--- config.mk ---
export PLATFORM = sky130hd
export DESIGN_NAME = mem_arbiter
export DESIGN_NICKNAME = d
export VERILOG_FILES = /design/src/rtl/mem_arb_pkg.sv /design/src/rtl/mem_arb_pick.sv /design/src/rtl/mem_arbiter.sv
export SDC_FILE = /design/constraint.sdc
export NUM_CORES = 1
export LEC_CHECK = 0
export CORE_ASPECT_RATIO = 0.8
export CORE_MARGIN = 1.5
export CORE_UTILIZATION = 43
export CTS_CLUSTER_SIZE = 8
export DETAILED_ROUTE_END_ITERATION = 7
export PLACE_DENSITY = 0.89
export SYNTH_ARGS = -nofsm -noshare
export SYNTH_HDL_FRONTEND = slang
export SYNTH_SLANG_ARGS = --single-unit
--- constraint.sdc ---
create_clock -name clk -period 2.75 [get_ports clk]
set_input_delay 0.4125 -clock clk [delete_from_list [all_inputs] [get_ports clk]]
set_output_delay 0.4125 -clock clk [all_outputs]
set_load 0.005 [all_outputs]
--- src/rtl/mem_arb_pkg.sv ---
// Shared definitions for the unified-memory arbiter.
//   - FSM state encodings (IDLE / ACCESS / DONE)
//   - port identifiers (CPU = port 0, loader/DMA = port 1)
//   - default access latency
//   - other_port(): the port that is not the given one
package mem_arb_pkg;

  localparam logic [1:0] ST_IDLE   = 2'd0;
  localparam logic [1:0] ST_ACCESS = 2'd1;
  localparam logic [1:0] ST_DONE   = 2'd2;

  localparam logic PORT_CPU = 1'b0;
  localparam logic PORT_DMA = 1'b1;

  localparam int MEM_LAT_DEF = 2;

  function automatic logic other_port(input logic port);
    return (port == PORT_CPU) ? PORT_DMA : PORT_CPU;
  endfunction

endpackage

--- src/rtl/mem_arb_pick.sv ---
// Combinational 2-way request picker for mem_arbiter.
// Build option: FIXED_PRIO_EN -- when defined the CPU port always wins a tie
// (rr_last is ignored); when undefined a tie goes to the port that was not
// served last (round-robin).
// Ports:
//   req0    in  1  port 0 (CPU) request
//   req1    in  1  port 1 (loader/DMA) request
//   rr_last in  1  port that owned the most recently completed access
//   owner   out 1  selected port; only meaningful when req0 or req1 is high
module mem_arb_pick
  import mem_arb_pkg::*;
(
  input  logic req0,
  input  logic req1,
  input  logic rr_last,
  output logic owner
);

  always_comb begin
    owner = PORT_CPU;
    if (req1 && !req0) begin
      owner = PORT_DMA;
    end else if (req0 && req1) begin
`ifdef FIXED_PRIO_EN
      owner = PORT_CPU;
`else
      owner = other_port(rr_last);
`endif
    end
  end

`ifdef FIXED_PRIO_EN
  // Fixed priority has no use for the round-robin history.
  logic unused_rr_last;
  assign unused_rr_last = rr_last;
`endif

endmodule

--- src/rtl/mem_arbiter.sv ---
// Arbiter sharing the unified instruction/data memory between the
// multicycle CPU (port 0) and the program loader/DMA engine (port 1).
// One access at a time: the winning request's payload is latched in IDLE,
// presented to memory for MEM_LAT cycles (ACCESS), then the owner gets a
// one-cycle ack (DONE) with read data already registered on its pX_rdata.
// Build option: FIXED_PRIO_EN (see mem_arb_pick) selects fixed CPU priority
// instead of round-robin on a tie.
// Ports:
//   clk, reset           clock (rising edge), synchronous active-high reset
//   pX_req/we/addr/wdata request from port X, held until pX_ack
//   pX_ack               one-cycle completion strobe to port X
//   pX_rdata             last read data returned to port X
//   mem_en/we/addr/wdata memory interface, driven only during ACCESS
//   mem_rdata            memory read data, sampled in the last ACCESS cycle
//   busy                 high while an access is in ACCESS or DONE
// MEM_LAT must be >= 1.
module mem_arbiter
  import mem_arb_pkg::*;
#(
  parameter int AW      = 32,
  parameter int DW      = 32,
  parameter int MEM_LAT = MEM_LAT_DEF
)(
  input  logic          clk,
  input  logic          reset,
  input  logic          p0_req,
  input  logic          p0_we,
  input  logic [AW-1:0] p0_addr,
  input  logic [DW-1:0] p0_wdata,
  output logic          p0_ack,
  output logic [DW-1:0] p0_rdata,
  input  logic          p1_req,
  input  logic          p1_we,
  input  logic [AW-1:0] p1_addr,
  input  logic [DW-1:0] p1_wdata,
  output logic          p1_ack,
  output logic [DW-1:0] p1_rdata,
  output logic          mem_en,
  output logic          mem_we,
  output logic [AW-1:0] mem_addr,
  output logic [DW-1:0] mem_wdata,
  input  logic [DW-1:0] mem_rdata,
  output logic          busy
);

  localparam int CW = $clog2(MEM_LAT + 1);

  logic [1:0]    state;
  logic          owner;
  logic          rr_last;
  logic          pick;
  logic          we_q;
  logic [AW-1:0] addr_q;
  logic [DW-1:0] wdata_q;
  logic [CW-1:0] cnt;

  mem_arb_pick u_pick (
    .req0    (p0_req),
    .req1    (p1_req),
    .rr_last (rr_last),
    .owner   (pick)
  );

  always_ff @(posedge clk) begin
    if (reset) begin
      state    <= ST_IDLE;
      owner    <= PORT_CPU;
      rr_last  <= PORT_DMA;   // port 0 wins the first tie
      we_q     <= 1'b0;
      addr_q   <= '0;
      wdata_q  <= '0;
      cnt      <= '0;
      p0_rdata <= '0;
      p1_rdata <= '0;
    end else begin
      case (state)
        // IDLE: sample requests, latch the winner's payload
        ST_IDLE: begin
          if (p0_req || p1_req) begin
            owner   <= pick;
            we_q    <= (pick == PORT_DMA) ? p1_we    : p0_we;
            addr_q  <= (pick == PORT_DMA) ? p1_addr  : p0_addr;
            wdata_q <= (pick == PORT_DMA) ? p1_wdata : p0_wdata;
            cnt     <= CW'(MEM_LAT - 1);
            state   <= ST_ACCESS;
          end
        end
        // ACCESS: hold the interface; read data is valid on the final cycle
        ST_ACCESS: begin
          if (cnt == '0) begin
            if (!we_q) begin
              if (owner == PORT_DMA) p1_rdata <= mem_rdata;
              else                   p0_rdata <= mem_rdata;
            end
            state <= ST_DONE;
          end else begin
            cnt <= cnt - CW'(1);
          end
        end
        // DONE: ack the owner; requests still high here wait for IDLE
        ST_DONE: begin
          rr_last <= owner;
          state   <= ST_IDLE;
        end
        default: state <= ST_IDLE;
      endcase
    end
  end

  // Memory outputs are zero outside ACCESS so a stale latched address is
  // never visible while the requester is changing its payload.
  assign mem_en    = (state == ST_ACCESS);
  assign mem_we    = mem_en && we_q;
  assign mem_addr  = mem_en ? addr_q  : '0;
  assign mem_wdata = mem_en ? wdata_q : '0;

  assign p0_ack = (state == ST_DONE) && (owner == PORT_CPU);
  assign p1_ack = (state == ST_DONE) && (owner == PORT_DMA);
  assign busy   = (state == ST_ACCESS) || (state == ST_DONE);

endmodule

Word-level counts from Yosys, hierarchy flattened
Cells that the tools add are included.
{"block": "totals", "reg_bits": 135, "latch_bits": 0, "ram_bits": 0, "romBits": 0, "inputBits": 166, "n_memories": 0}
{"block": "op_classes", "add_sub_neg": 1, "multipliers": 0, "n_div": 0, "order_cmp": 0, "n_eq_ne": 5, "n_shift": 0, "muxes": 13, "bitwise": 2, "n_reduce_logical": 16}
{"op": "32-bit 2-to-1 mux", "n": 4}
{"op": "2-bit case mux with 2 select lines", "n": 2}
{"op": "4-bit AND reduction", "n": 2}
{"op": "2-bit 2-to-1 mux", "n": 3}
{"op": "1-bit logical AND", "n": 5}
{"op": "2-bit logical NOT", "n": 2}
{"op": "1-bit 2-to-1 mux", "n": 4}
{"op": "2-bit inequality test, second input constant", "n": 2}
{"op": "2-bit AND reduction", "n": 2}
{"op": "3-bit AND reduction", "n": 1}
{"op": "2-bit by 1-bit == test with 1-bit output, second input constant", "n": 1}
{"op": "2-bit == test, second input constant", "n": 1}
{"op": "1-bit logical OR", "n": 2}
{"op": "2-bit by 1-bit inequality test with 1-bit output, second input constant", "n": 1}
{"op": "1-bit NOT", "n": 2}
{"op": "2-bit nonzero test", "n": 1}
{"op": "2-bit by 1-bit subtractor with 2-bit output, second input constant", "n": 1}
{"op": "1-bit logical NOT", "n": 1}

Longest topological paths before layout
{"block": "depth", "word_depth": 4, "depth_mapped": 7, "mapped_depth_nobuf": 5}

Cells and area by module
A second synthesis with hierarchy kept.
{"block": "hier_totals", "hier_cells": 685, "area_unflattened_um2": 6103.4}
{"module": "mem_arbiter", "n_inst": 1, "cells_per_inst": 684, "area_per_inst_um2": 6092.1, "seq_area_each_um2": 2702.6}
{"module": "mem_arb_pick", "n_inst": 1, "cells_per_inst": 1, "area_per_inst_um2": 11.3, "seq_area_each_um2": 0.0}

Least setup slack after synthesis
OpenSTA, ideal clock, no wires.
{"block": "synth_path", "path_kind": "register to register", "from": "register state[0]", "to": "register cnt[0]", "setup_time_ns": 0.121, "arrival_ns": 1.486, "required_ns": 2.629, "setup_slack_ns": 1.144, "path_stages_with_launch": 6, "synth_period_minus_slack_ns": 1.606, "cell_sequence": "dfxtp_1 inv_1 ha_1 nor3b_1 a211oi_1 mux2_2"}
{"block": "synth_via", "elab_chain_cells": 3}
{"item": "start: declaration", "line_no": "mem_arbiter.sv:48", "source": "logic [1:0] state;"}
{"item": "start signal: assignment", "line_no": "mem_arbiter.sv:66", "source": "state <= ST_IDLE;"}
{"item": "start signal: assignment", "line_no": "mem_arbiter.sv:85", "source": "state <= ST_ACCESS;"}
{"item": "start signal: assignment", "line_no": "mem_arbiter.sv:95", "source": "state <= ST_DONE;"}
{"item": "2-bit by 1-bit == test with 1-bit output or 2-bit logical NOT (tied branches)", "line_no": "mem_arbiter.sv:76", "source": "case (state)"}
{"item": "2-bit inequality test (no source line) or 2-bit nonzero test (tied branches)"}
{"item": "3-bit AND reduction (no source line)"}
{"item": "end signal: assignment", "line_no": "mem_arbiter.sv:84", "source": "cnt <= CW'(MEM_LAT - 1);"}
{"item": "end signal: assignment", "line_no": "mem_arbiter.sv:97", "source": "cnt <= cnt - CW'(1);"}
{"item": "end: declaration", "line_no": "mem_arbiter.sv:55", "source": "logic [CW-1:0] cnt;"}
Parallel ways exist; a longest one is shown, timed or not.
A chain may end at the register's enable or synchronous reset.

Worst setup path in the final report
{"block": "layout_path", "from": "register state[1]", "to": "output mem_addr[25]"}
{"block": "layout_via", "elab_chain_cells": 2}
{"item": "2-bit by 1-bit == test with 1-bit output", "line_no": "mem_arbiter.sv:112", "source": "assign mem_en = (state == ST_ACCESS);"}
{"item": "32-bit 2-to-1 mux", "line_no": "mem_arbiter.sv:114", "source": "assign mem_addr = mem_en ? addr_q : '0;"}
{"item": "end: declaration", "line_no": "mem_arbiter.sv:40", "source": "output logic [AW-1:0] mem_addr,"}
Every way passes these cells.

==> run summary <==
====================================================================================================
DRC violations left ...................................................................            0
Power density over the cells ..........................................................  690 nW/um^2
Number of rows in the core area .......................................................           37
First-pass GRT wire length ............................................................      30.6 mm
Post-synthesis async set-or-reset flop share ..........................................           0%
Met3 track demand over resource in global routing .....................................        7.04%
Hpwl dp ...............................................................................      13.0 mm
Initial antenna violation count .......................................................            0
Met2 usage ............................................................................        45.2%
Final weighted congestion in routability-driven placement .............................        0.835
Overall overflow remaining after global route .........................................            0
# setup viols final ...................................................................            0
Post-route standard cell area excluding fillers .......................................   9530 sq um
Final worst hold slack ................................................................     0.450 ns
Final net count .......................................................................         1190
Met1 Resource Use GR ..................................................................        32.2%
Maximum fanout encountered on the critical timing path ................................           68
Number of nets with antenna violations after routing ..................................            0
Num ports .............................................................................          299
Max-cap viol count ....................................................................            0
Endpoint type of the worst setup path .................................................   output pin
Vias ..................................................................................         6238
Final count of hold timing violations .................................................            0
Area after DPL ........................................................................   8880 sq um
Clock sinks ...........................................................................          135
Final core utilization ................................................................        73.0%
Number of global-route vias before repair .............................................         6036
Data arrival at the endpoint of the critical path .....................................      2.04 ns
Total Power ...........................................................................      6.57 mW
Commonest non-fill, non-tap cells in the layout ....................................... sky130_fd_sc_hd__clkdlybuf4s50_1, sky130_fd_sc_hd__nand2_1, sky130_fd_sc_hd__dfxtp_1, sky130_fd_sc_hd__a21oi_1, sky130_fd_sc_hd__nor2_1
IR drop worst, VDD ....................................................................     0.434 mV
Core footprint ........................................................................  13100 sq um
Synthesized cell area .................................................................   5830 sq um
Via density per instance ..............................................................         5.17
Post_cts resized ......................................................................            0
Worst clock skew ......................................................................   0.00763 ns
Pleak .................................................................................      3.57 nW
Synthesized flop and latch total ......................................................          135
IO buf count ..........................................................................          298
Setup repair after global routing missed its margin ...................................           no
Post-synth top area cell .............................................................. sky130_fd_sc_hd__dfxtp_1
Number of cells produced by synthesis .................................................          757
Layout overhead on the synthesized area ...............................................        63.5%
Horizontal extent of the die ..........................................................  133 microns
Worst Path Class, Setup ............................................................... flop to output pin
Total global routing track utilization ................................................        26.7%
Later-pin clock latency in the skew report ............................................      0.41 ns
Main flop type after synthesis ........................................................ sky130_fd_sc_hd__dfxtp_1
Worst-margin pin slew .................................................................     0.826 ns
Largest net degree at the start of global routing .....................................           79
Max-slew violation count ..............................................................            0
Number of antenna cells inserted ......................................................            0
Max transition margin .................................................................        44.9%
First-pass detailed-route iteration total .............................................            7
Setup Total Neg Slack .................................................................         0 ns
Violation count after the first detailed-route iteration ..............................          435
Fill count ............................................................................         1009
Minimum clock period after layout .....................................................      2.46 ns
Initial standard-cell utilization of the core .........................................        44.6%
Crit start category ...................................................................         flop
Highest clock frequency the design can meet ...........................................    0.407 GHz
Mean cell area of the mapped netlist ..................................................   7.70 sq um
Synthesized net count .................................................................          928
WL final ..............................................................................      19.0 mm
Count of hold-fix buffers inserted at cts .............................................            0
Most common cell after layout, fill and taps aside .................................... sky130_fd_sc_hd__clkdlybuf4s50_1
Proportion of netlist area held by the largest area contributor .......................        46.4%
Status ................................................................................ finished, final reports clean
Routed wire length per instance ....................................................... 15.8 microns
Die Span Y ............................................................................  107 microns
Total of warnings raised by yosys .....................................................            0
Maximum number of buffers from clock root to sink .....................................            2
Clock-pin slew reported for the worst setup and hold paths after clock tree synthesis .      0.06 ns
Clock Root Buffer ..................................................................... sky130_fd_sc_hd__clkbuf_16
Post-synth EDFFs ......................................................................            0
H-tree depth ..........................................................................            4
Share of the clock period used by the worst path ......................................        89.3%
Area of the die .......................................................................  14300 sq um
Count of cell types in the netlist ....................................................           31
Required time worst endpoint ..........................................................      2.34 ns
Part of the Yosys area used for sequential elements ...................................        46.4%
Layout cell share with drive strength beyond 1 ........................................        4.75%
CTS tree ..............................................................................          yes
Path class of the lowest-slack min-delay path ......................................... flop to flop
Post-CTS setup buffer count ...........................................................            0
Number of buffers inserted during clock tree synthesis ................................           17
Main area contributors after synthesis ................................................ sky130_fd_sc_hd__dfxtp_1, sky130_fd_sc_hd__nand2_1, sky130_fd_sc_hd__a21oi_1
Most used routing layer in global routing .............................................         met2
====================================================================================================
==> kinds of logic (layout without fill, tap and decap cells) <==
kind of cell | count (synthesis) | count (layout) | synth area share [%]
simple gates | 338 | 338 | 25.4
compound gates | 206 | 206 | 20.9
flops | 135 | 135 | 46.4
buf+inv | 71 | 345 | 5.86
fa+ha+maj | 5 | 5 | 1.07
mux | 2 | 2 | 0.365
==> sequential cells by signal, indices dropped and copies added (netlist names) <==
name and cells:
p1_rdata 32, wdata_q 32, state 2, rr_last 1
owner 1, we_q 1, p0_rdata 32, addr_q 32
cnt 2
==> worst max-delay path: stages (launching register included) <==
cell and delay (ns):
sky130_fd_sc_hd__dfxtp_1 0.33, sky130_fd_sc_hd__inv_1 0.11, sky130_fd_sc_hd__ha_2 0.20, sky130_fd_sc_hd__buf_12 0.22, sky130_fd_sc_hd__and2_1 0.20, sky130_fd_sc_hd__clkdlybuf4s50_1 0.52
==> path summary, 6_finish.rpt <==
path	from	endpoint	slack, ns	depth (start not counted)
max reg2reg	state[1]	p0_rdata[7]	0.90	5
max	state[1]	mem_addr[25]	0.29	5
min reg2reg	p1_rdata[26]	p1_rdata[26]	0.45	2
min	p1_rdata[26]	p1_rdata[26]	0.45	2
==> metal layers <==
layer / vias to the layer above / wire (microns)
met5: - / 0
met4: 0 / 608
met3: 49 / 1380
met2: 241 / 9220
met1: 2915 / 7830
li1: 3033 / -
==> synthesized netlist by cell type (2+ instances only) <==
| cell type | n |
|---|---|
| sky130_fd_sc_hd__nand2_1 | 193 |
| sky130_fd_sc_hd__buf_6 | 4 |
| sky130_fd_sc_hd__nand2b_1 | 2 |
| sky130_fd_sc_hd__a211oi_1 | 66 |
| sky130_fd_sc_hd__nor2_1 | 69 |
| sky130_fd_sc_hd__clkbuf_1 | 32 |
| sky130_fd_sc_hd__ha_1 | 5 |
| sky130_fd_sc_hd__inv_1 | 6 |
| sky130_fd_sc_hd__buf_2 | 24 |
| sky130_fd_sc_hd__nor2b_1 | 2 |
| sky130_fd_sc_hd__o21ai_0 | 2 |
| sky130_fd_sc_hd__buf_4 | 4 |
| sky130_fd_sc_hd__dfxtp_1 | 135 |
| sky130_fd_sc_hd__a21oi_1 | 131 |
| sky130_fd_sc_hd__and2_1 | 66 |
==> area by class of cell <==
class	count	area, sq um	area share [%]
Timing Repair Buffer	308	3130	32.9
Clock inverter	14	221	2.32
Clock buffer	17	425	4.47
Sequential cell	135	2700	28.4
Multi-Input combinational cell	551	2800	29.4
Tap cell	175	219	2.30
Inverter	6	22.5	0.236
==> where the power goes <==
| part | internal, mW | total [mW] | switching, mW |
|---|---|---|---|
| combinational | 0.878 | 1.72 | 0.842 |
| clock | 1.61 | 2.49 | 0.877 |
| sequential | 2.23 | 2.36 | 0.137 |
| total | 4.72 | 6.57 | 1.86 |
==> metrics by stage <==
stage	instances	worst slack, ns
final	1206	0.294
after global routing	1206	0.215
after CTS	1206	0.286
after detailed placement	1175	0.624
after global placement	1175	0.699
after floorplan	757	1.14
Power figures use the tool's default switching activity.
